`src/rtl/calcsys_pkg.sv`:
```
// Shared definitions for the calculator control unit: state encoding,
// opcode constants, operation classes and result-mux select codes.
package calcsys_pkg;

   // State encoding; the numeric values are visible on the cs output.
   typedef enum logic [3:0] {
      ST_IDLE      = 4'd0,
      ST_LOAD      = 4'd1,
      ST_DECODE    = 4'd2,
      ST_CALC_GO   = 4'd3,
      ST_CALC_WAIT = 4'd4,
      ST_MUL_WAIT  = 4'd5,
      ST_DIV_GO    = 4'd6,
      ST_DIV_WAIT  = 4'd7,
      ST_WRITE     = 4'd8,
      ST_DONE      = 4'd9,
      ST_ERR       = 4'd10
   } state_t;

   // Which execution path an opcode takes.
   typedef enum logic [1:0] {
      CLS_PASS = 2'd0,
      CLS_CALC = 2'd1,
      CLS_MUL  = 2'd2,
      CLS_DIV  = 2'd3
   } op_class_t;

   localparam logic [2:0] OP_PASS_X = 3'b000;
   localparam logic [2:0] OP_PASS_Y = 3'b001;
   localparam logic [2:0] OP_ADD    = 3'b010;
   localparam logic [2:0] OP_SUB    = 3'b011;
   localparam logic [2:0] OP_AND    = 3'b100;
   localparam logic [2:0] OP_XOR    = 3'b101;
   localparam logic [2:0] OP_MUL    = 3'b110;
   localparam logic [2:0] OP_DIV    = 3'b111;

   // Result mux select codes (shared by sel_lo and sel_hi).
   localparam logic [1:0] SEL_PASS = 2'b00;
   localparam logic [1:0] SEL_CALC = 2'b01;
   localparam logic [1:0] SEL_MUL  = 2'b10;
   localparam logic [1:0] SEL_DIV  = 2'b11;

   // True for the states in which the result selects follow op.
   function automatic logic sel_window(input state_t s);
      return (s == ST_DECODE)    || (s == ST_CALC_GO) ||
             (s == ST_CALC_WAIT) || (s == ST_MUL_WAIT) ||
             (s == ST_DIV_GO)    || (s == ST_DIV_WAIT) ||
             (s == ST_WRITE);
   endfunction

endpackage

```
`src/rtl/calcsys_control_unit_op_decode.sv`:
```
// Combinational opcode decoder: op -> class, result selects, pass select
// and small-calculator operation.
module calcsys_op_decode
   import calcsys_pkg::*;
(
   input  logic [2:0] op,
   output op_class_t  op_class,
   output logic [1:0] sel_lo,
   output logic [1:0] sel_hi,
   output logic       sel_p,
   output logic [1:0] op_calc
);

   // Map the opcode to its path and mux selects.
   always_comb begin
      op_class = CLS_PASS;
      sel_lo   = SEL_PASS;
      sel_hi   = SEL_PASS;
      sel_p    = 1'b0;
      // add/sub/and/xor sit at 2..5, so subtracting 2 gives the calc op.
      op_calc  = op[1:0] - 2'd2;
      case (op)
         OP_PASS_X, OP_PASS_Y: begin
            op_class = CLS_PASS;
            sel_p    = op[0];
         end
         OP_ADD, OP_SUB, OP_AND, OP_XOR: begin
            op_class = CLS_CALC;
            sel_lo   = SEL_CALC;
            sel_hi   = SEL_CALC;
         end
         OP_MUL: begin
            op_class = CLS_MUL;
            sel_lo   = SEL_MUL;
            sel_hi   = SEL_MUL;
         end
         default: begin
            op_class = CLS_DIV;
            sel_lo   = SEL_DIV;
            sel_hi   = SEL_DIV;
         end
      endcase
   end

endmodule

```
`src/rtl/calcsys_control_unit.sv`:
```
// Calculator control unit: sequences operand load, opcode decode, sub-unit
// start/wait and result write-back. All outputs are Moore (state, plus op
// for the selects). Optional wait-state watchdog: CALCSYS_CTRL_TIMEOUT_EN.
module calcsys_control_unit
   import calcsys_pkg::*;
#(
   parameter int MUL_LAT        = 2,
   parameter int TIMEOUT_CYCLES = 16
)(
   input  logic       clk,
   input  logic       rst,
   input  logic       go,
   input  logic [2:0] op,
   input  logic       done_calc,
   input  logic       done_div,
   input  logic       err_flag,
   output logic       x_en,
   output logic       y_en,
   output logic       f_en,
   output logic       hi_en,
   output logic       lo_en,
   output logic [1:0] sel_lo,
   output logic [1:0] sel_hi,
   output logic [1:0] op_calc,
   output logic       sel_p,
   output logic       go_calc,
   output logic       go_div,
   output logic       busy,
   output logic       done,
   output logic       error,
   output logic [3:0] cs
);

   localparam logic [3:0] MUL_LAST = 4'(MUL_LAT - 1);

   state_t     state_reg, state_next;
   logic [3:0] mul_cnt_reg;
   logic       wd_expired;

   op_class_t  dec_class;
   logic [1:0] dec_sel_lo, dec_sel_hi, dec_op_calc;
   logic       dec_sel_p;

   calcsys_op_decode u_op_decode (
      .op       (op),
      .op_class (dec_class),
      .sel_lo   (dec_sel_lo),
      .sel_hi   (dec_sel_hi),
      .sel_p    (dec_sel_p),
      .op_calc  (dec_op_calc)
   );

   // State register with synchronous active-low reset.
   always_ff @(posedge clk) begin
      if (!rst) state_reg <= ST_IDLE;
      else      state_reg <= state_next;
   end

   // Multiplier latency counter: counts cycles spent in MUL_WAIT, zero elsewhere.
   always_ff @(posedge clk) begin
      if (!rst)
         mul_cnt_reg <= 4'd0;
      else if (state_reg == ST_MUL_WAIT && state_next == ST_MUL_WAIT)
         mul_cnt_reg <= mul_cnt_reg + 4'd1;
      else
         mul_cnt_reg <= 4'd0;
   end

`ifdef CALCSYS_CTRL_TIMEOUT_EN
   localparam int             WD_W    = $clog2(TIMEOUT_CYCLES + 1);
   localparam logic [WD_W-1:0] WD_LAST = WD_W'(TIMEOUT_CYCLES - 1);
   logic [WD_W-1:0] wd_cnt_reg;

   // Watchdog: counts consecutive wait-state cycles; restarts on every entry.
   always_ff @(posedge clk) begin
      if (!rst)
         wd_cnt_reg <= '0;
      else if ((state_reg == ST_CALC_WAIT && state_next == ST_CALC_WAIT) ||
               (state_reg == ST_DIV_WAIT  && state_next == ST_DIV_WAIT))
         wd_cnt_reg <= wd_cnt_reg + 1'b1;
      else
         wd_cnt_reg <= '0;
   end

   assign wd_expired = (wd_cnt_reg == WD_LAST);
`else
   // Without the watchdog the wait states never time out.
   assign wd_expired = 1'b0;
`endif

   // Next-state logic.
   always_comb begin
      state_next = state_reg;
      case (state_reg)
         ST_IDLE:      if (go) state_next = err_flag ? ST_ERR : ST_LOAD;
         ST_LOAD:      state_next = ST_DECODE;
         ST_DECODE: begin
            case (dec_class)
               CLS_PASS: state_next = ST_WRITE;
               CLS_CALC: state_next = ST_CALC_GO;
               CLS_MUL:  state_next = ST_MUL_WAIT;
               default:  state_next = ST_DIV_GO;
            endcase
         end
         ST_CALC_GO:   state_next = ST_CALC_WAIT;
         ST_CALC_WAIT: begin
            if (done_calc)       state_next = ST_WRITE;
            else if (wd_expired) state_next = ST_ERR;
         end
         ST_MUL_WAIT:  if (mul_cnt_reg == MUL_LAST) state_next = ST_WRITE;
         ST_DIV_GO:    state_next = ST_DIV_WAIT;
         ST_DIV_WAIT: begin
            if (done_div)        state_next = ST_WRITE;
            else if (wd_expired) state_next = ST_ERR;
         end
         ST_WRITE:     state_next = ST_DONE;
         ST_DONE:      state_next = ST_IDLE;
         ST_ERR:       if (!go) state_next = ST_IDLE;
         default:      state_next = ST_IDLE;
      endcase
   end

   // Moore output decode; selects follow op only inside the decode..write window.
   always_comb begin
      x_en    = 1'b0;
      y_en    = 1'b0;
      f_en    = 1'b0;
      hi_en   = 1'b0;
      lo_en   = 1'b0;
      go_calc = 1'b0;
      go_div  = 1'b0;
      done    = 1'b0;
      error   = 1'b0;
      sel_lo  = 2'b00;
      sel_hi  = 2'b00;
      op_calc = 2'b00;
      sel_p   = 1'b0;
      busy    = (state_reg != ST_IDLE);
      cs      = state_reg;
      case (state_reg)
         ST_LOAD: begin
            x_en = 1'b1;
            y_en = 1'b1;
            f_en = 1'b1;
         end
         ST_CALC_GO: go_calc = 1'b1;
         ST_DIV_GO:  go_div  = 1'b1;
         ST_WRITE: begin
            hi_en = 1'b1;
            lo_en = 1'b1;
         end
         ST_DONE:    done  = 1'b1;
         ST_ERR:     error = 1'b1;
         default: ;
      endcase
      if (sel_window(state_reg)) begin
         sel_lo  = dec_sel_lo;
         sel_hi  = dec_sel_hi;
         op_calc = dec_op_calc;
         sel_p   = dec_sel_p;
      end
   end

endmodule

```
`config.mk`:
```
export PLATFORM = sky130hd
export DESIGN_NAME = calcsys_control_unit
export DESIGN_NICKNAME = d
export VERILOG_FILES = /design/src/rtl/calcsys_pkg.sv /design/src/rtl/calcsys_control_unit_op_decode.sv /design/src/rtl/calcsys_control_unit.sv
export SDC_FILE = /design/constraint.sdc
export NUM_CORES = 1
export LEC_CHECK = 0
export CAP_MARGIN = 5
export CELL_PAD_IN_SITES_DETAIL_PLACEMENT = 1
export CELL_PAD_IN_SITES_GLOBAL_PLACEMENT = 2
export CORE_MARGIN = 4
export CORE_UTILIZATION = 22
export CTS_CLUSTER_DIAMETER = 60
export CTS_CLUSTER_SIZE = 40
export DETAILED_ROUTE_END_ITERATION = 16
export GPL_TIMING_DRIVEN = 0
export PLACE_DENSITY = 0.82
export SYNTH_ARGS = -nofsm -noshare
export SYNTH_HDL_FRONTEND = slang
export SYNTH_SLANG_ARGS = --single-unit
```
`constraint.sdc`:
```
create_clock -name clk -period 1.74 [get_ports clk]
set_input_delay 0.174 -clock clk [delete_from_list [all_inputs] [get_ports clk]]
set_output_delay 0.174 -clock clk [all_outputs]
set_load 0.01 [all_outputs]
```
==> Yosys cells after proc, flatten, opt, wreduce, memory -nomap -nowiden <==
Cells that the tools add are included.
{ "totals": {"reg_bits": 8, "inputBits": 9, "out_inout_bits": 21} }
{ "classes": {"n_addsub": 2, "n_eq_ne": 20, "n_mux": 19, "reduce_logical": 14} }
{ "op_table": {"columns": ["cell", "count"], "rows": [
  ["case mux 4 bit (10 select lines)", 1],
  ["2-to-1 mux 4 bit", 6],
  ["equality test 4 x 3 -> 1 bit, second input constant", 5],
  ["equality test 4 bit, second input constant", 3],
  ["case mux 4 bit (3 select lines)", 1],
  ["equality test 3 bit, second input constant", 3],
  ["equality test 4 x 1 -> 1 bit, second input constant", 2],
  ["equality test 4 x 2 -> 1 bit, second input constant", 2],
  ["2-to-1 mux 1 bit", 8],
  ["equality test 3 x 2 -> 1 bit, second input constant", 2],
  ["logical OR 1 bit", 6],
  ["case mux 2 bit (3 select lines)", 1],
  ["adder 4 x 1 -> 4 bit, second input constant", 1],
  ["logical NOT 4 bit", 1],
  ["2-to-1 mux 2 bit", 2],
  ["nonzero test 4 bit", 1],
  ["OR reduction 4 bit", 1],
  ["equality test 3 x 1 -> 1 bit, second input constant", 1],
  ["logical NOT 3 bit", 1],
  ["equality test 2 x 1 -> 1 bit, second input constant", 1],
  ["equality test 2 bit, second input constant", 1],
  ["logical NOT 2 bit", 1],
  ["AND reduction 2 bit", 1],
  ["OR reduction 2 bit", 1],
  ["other kinds (2)", 2]
]} }

==> Depth between registers and ports, before layout <==
{ "depth": {"ltp_word": 9, "mapped_depth": 8, "ltp_nobuf": 8} }

==> By module <==
Synthesis repeated with hierarchy kept, for this count alone.
{ "hier_totals": {"hier_cells": 97, "area_unflattened_um2": 748.2} }
{ "modules_own_cells": {"columns": ["mod", "instances", "cells_per_inst", "area_per_inst_um2"], "rows": [
  ["calcsys_control_unit", 1, 86, 676.9],
  ["calcsys_op_decode", 1, 11, 71.3]
]} }

==> Worst setup path before layout <==
Ideal clock, no wire load.
{ "synth_timing": {"path_type": "register to output", "start": "reg state_reg[2] (netlist: cs[2])", "end": "out sel_lo[1]", "t_arrival_ns": 1.461, "required_time_ns": 1.566, "path_slack_ns": 0.105, "path_stages_with_launch": 6, "path_cell_list": "dfxtp_1 > nand2b_1 > nor3_1 > o21bai_1 > and2_1 > buf_4"} }
{ "synth_via": {"elab_chain_cells": 8, "elab_cells_between_ends": 14, "classes_between": "eq/ne: 7; mux: 1; reduce/logical: 6"} }
{ "synth_rtl": {"columns": ["item", "line", "source"], "rows": [
  ["start: declaration", "calcsys_control_unit.sv:36", "state_t state_reg, state_next;"],
  ["start signal: assignment", "calcsys_control_unit.sv:56", "else state_reg <= state_next;"],
  ["equality test 4 x 2 -> 1 bit", "calcsys_pkg.sv:45", "return (s == ST_DECODE) || (s == ST_CALC_GO) ||"],
  ["logical OR 1 bit (2 in a row)", "calcsys_pkg.sv:45", null],
  ["logical OR 1 bit (2 in a row)", "calcsys_pkg.sv:46", "(s == ST_CALC_WAIT) || (s == ST_MUL_WAIT) ||"],
  ["logical OR 1 bit", "calcsys_pkg.sv:47", "(s == ST_DIV_GO) || (s == ST_DIV_WAIT) ||"],
  ["logical OR 1 bit (*)", "calcsys_pkg.sv:47", null],
  ["2-to-1 mux 2 bit (*)", null, null],
  ["end: declaration", "calcsys_control_unit.sv:22", "output logic [1:0] sel_lo,"]
]} }
Mark *: on every way between the ends. The rest lies on a longest branch, timed or not.

==> Worst setup path after layout <==
{ "layout_timing": {"start": "reg state_reg[0] (netlist: cs[0])", "end": "out sel_p"} }
{ "layout_via": {"elab_chain_cells": 8, "elab_cells_between_ends": 14, "classes_between": "eq/ne: 7; mux: 1; reduce/logical: 6"} }
{ "layout_rtl": {"columns": ["item", "line", "source"], "rows": [
  ["equality test 4 x 2 -> 1 bit", "calcsys_pkg.sv:45", null],
  ["logical OR 1 bit (2 in a row)", "calcsys_pkg.sv:45", null],
  ["logical OR 1 bit (2 in a row)", "calcsys_pkg.sv:46", null],
  ["logical OR 1 bit", "calcsys_pkg.sv:47", null],
  ["logical OR 1 bit (*)", "calcsys_pkg.sv:47", null],
  ["2-to-1 mux 1 bit (*)", "calcsys_control_unit.sv:156", "if (sel_window(state_reg)) begin"],
  ["end: declaration", "calcsys_control_unit.sv:25", "output logic sel_p,"]
]} }
Marks and branches as above.

==> results.md <==
* DR iter-0 viols at 5
* Crit-path cells: buf_8 -> nor3_4 -> o21bai_4 -> and3_1 -> dlygate4sd2_1
* Most frequent cells in the layout: buf_4, clkdlybuf4s50_1, dlygate4sd2_1
* Asr flop ratio synth at 0%
* Die X-Extent at 64.5 um
* Hold Buf Count CTS at 0
* Critical path class: reg2out
* Fin crit period at 1.68 ns
* Die area at 4160 um2
* CTS HTree Levels at 1
* Worst min path class: reg2reg
* Sequential share of the synthesized area at 22.8%
* Initial antenna violation count at 0
* Inst Count DP at 161
* Buf/Inv on CP at 2
* Num CTS Buffers at 3
* Ranking of synthesized cells by area: dfxtp_1, ha_1, buf_4
* Netlist cell types at 36
* Final count of hold timing violations at 0
* Clock Tree Buf Depth at 2
* EDFF count, synth at 0
* IO Port Bufs at 29
* Total global-route track usage at 12.0%
* Clk Latency, worst-skew pair at 0.26 ns
* Clk_skew at 0.000878 ns
* Row cnt at 20
* Cell accounting for the most synthesized area: dfxtp_1
* Delay-heaviest family, CP: buffers and inverters
* Post-synthesis net count at 103
* Hold slack at 0.469 ns
* Global route total overflow at 0
* Hold path depth at 1
* Fin. max-slew vios at 0
* Worst Tran Pin Value at 0.384 ns
* Crit-path max FO at 10
* Fmax at 0.594 GHz
* Routed wire per std cell at 13.9 um
* Number of cells produced by synthesis at 88
* Final cycle utilization of the critical path at 96.7%
* Most common cell after layout, fill and taps aside: buf_4
* Area grow syn2layout at 70.9%
* Worst rel slew slack at 74.2%
* VDD IR max at 0.000403 V
* TritonCTS clock tree: yes
* Sink Count at 8
* Core area at 3050 um2
* DR pass1 iterations at 4
* GP Congestion at 0.775
* Post-synthesis instance area at 702 um2
* Worst Path Required at 1.57 ns
* Worst setup SP type: register
* Layout cell share with drive strength beyond 1 at 38.4%
* Pin count of the biggest net entering global routing at 11
* Routed Antenna Nets at 0
* Synth top area share at 22.8%
* Via count at 749
* Root Buffer: clkbuf_4
* Chip Height at 64.5 um
* Fin nets at 142
* IO Pins at 30
* N_diodes at 0
* Remaining DRCs at 0
* Crit-path slowest cell: dfxtp_4
* Arrival @ worst endpoint at 1.51 ns
* Initial Util at 23.0%
* Endpoints failing setup at 0
* Synth warn at 0
* RSZ-0062 raised after global routing: true
* Synthesis-stage register bit count at 8
* DR vias/cell at 4.43
* CP max stage delay at 0.36 ns
* Synth Flop Type: dfxtp_1
* Critical Path Stages at 5
* Crit end category: output port
* Worst r2r path cells at 6
* Final Non-Filler Cells at 169
* Wire length of the first global-routing pass at 3.77 mm
* Vias in the first global route at 782
* Power Density at 1410 nW/um2
* Static leakage at 0.514 nW
* Status: complete, no violations
* Syn avg cell area at 7.98 um2
* Max_cap viols at 0
* Post-DP HPWL at 1.76 mm
* Clock transition at path regs at 0.05 ns
* Total Wirelength at 2.36 mm
## area by class of cell
| type | instances | area [um2] |
|---|---|---|
| Fill cell | 364 | 1850 |
| Timing Repair Buffer | 34 | 299 |
| Inverter | 5 | 18.8 |
| Tap cell | 44 | 55.1 |
| Sequential cell | 8 | 173 |
| Multi-Input combinational cell | 66 | 546 |
| Clock buffer | 3 | 22.5 |
| Buffer | 9 | 86.3 |
## logic make-up (layout without fill, tap and decap cells)
logic type      after synthesis  count (layout)  share of synthesized area, %
simple gates                 40              40                          34.9
compound gates               17              17                          15.9
buf+inv                      14              51                          11.8
flops                         8               8                          22.8
fa+ha+maj                     6               6                          10.7
xor+xnor                      2               2                          2.50
mux                           1               1                          1.43
## cell usage after synthesis, types with 2 or more instances
library cell	count
nor3b_2	2
buf_2	3
nor3b_1	2
nand2b_1	3
dfxtp_1	8
o21ai_1	2
ha_1	6
nand2_1	2
nand3_1	3
nor2b_1	5
a21oi_1	3
o21ai_0	5
nor2_1	9
and2_1	4
buf_4	5
and3_1	2
inv_1	4
nor3_1	2
## path summary, 6_finish.rpt
check | start | to | slack [ns]
max | cs[0]$_SDFF_PN0_ | sel_p | 0.06
max reg2reg | mul_cnt_reg[1]$_SDFF_PN0_ | cs[0]$_SDFF_PN0_ | 0.15
min | mul_cnt_reg[0]$_SDFF_PN0_ | mul_cnt_reg[0]$_SDFF_PN0_ | 0.47
min reg2reg | mul_cnt_reg[0]$_SDFF_PN0_ | mul_cnt_reg[0]$_SDFF_PN0_ | 0.47
## stage by stage
step | area [um2] | utilization (%) | power, mW | TNS (ns) | worst slack, ns
after detailed placement | 1050 | 34.3 | 1.38 | -3.75 | -0.738
final | 1200 | 39.3 | 1.69 | 0 | 0.0569
after floorplan | 702 | - | 0.882 | 0 | 0.105
after CTS | 1180 | 38.7 | 1.65 | -0.0680 | -0.0347
after global routing | 1200 | 39.3 | 1.80 | -0.00980 | -0.00537
after global placement | 1050 | 34.3 | 1.36 | -3.30 | -0.695
## layer usage
metal | global-route usage [%] | wire [um] | vias up
met4 | 6.33 | 49 | 0
li1 | - | - | 376
met3 | 2.08 | 99 | 5
met5 | 0 | 0 | -
met1 | 14.1 | 1020 | 347
met2 | 20.6 | 1190 | 21
## power breakdown
| part | internal, mW | switching (mW) |
|---|---|---|
| Sequential | 0.236 | 0.0747 |
| Clock | 0.0790 | 0.0642 |
| Combinational | 0.663 | 0.569 |
## repair_timing
item | CTS | global route
gates resized for setup | 59 | 12
endpoints found under the setup margin | 18 | 8
pin swaps | 3 | 5
buffers inserted | 4 | 1
Note: power is estimated with default switching activity, not from simulation.
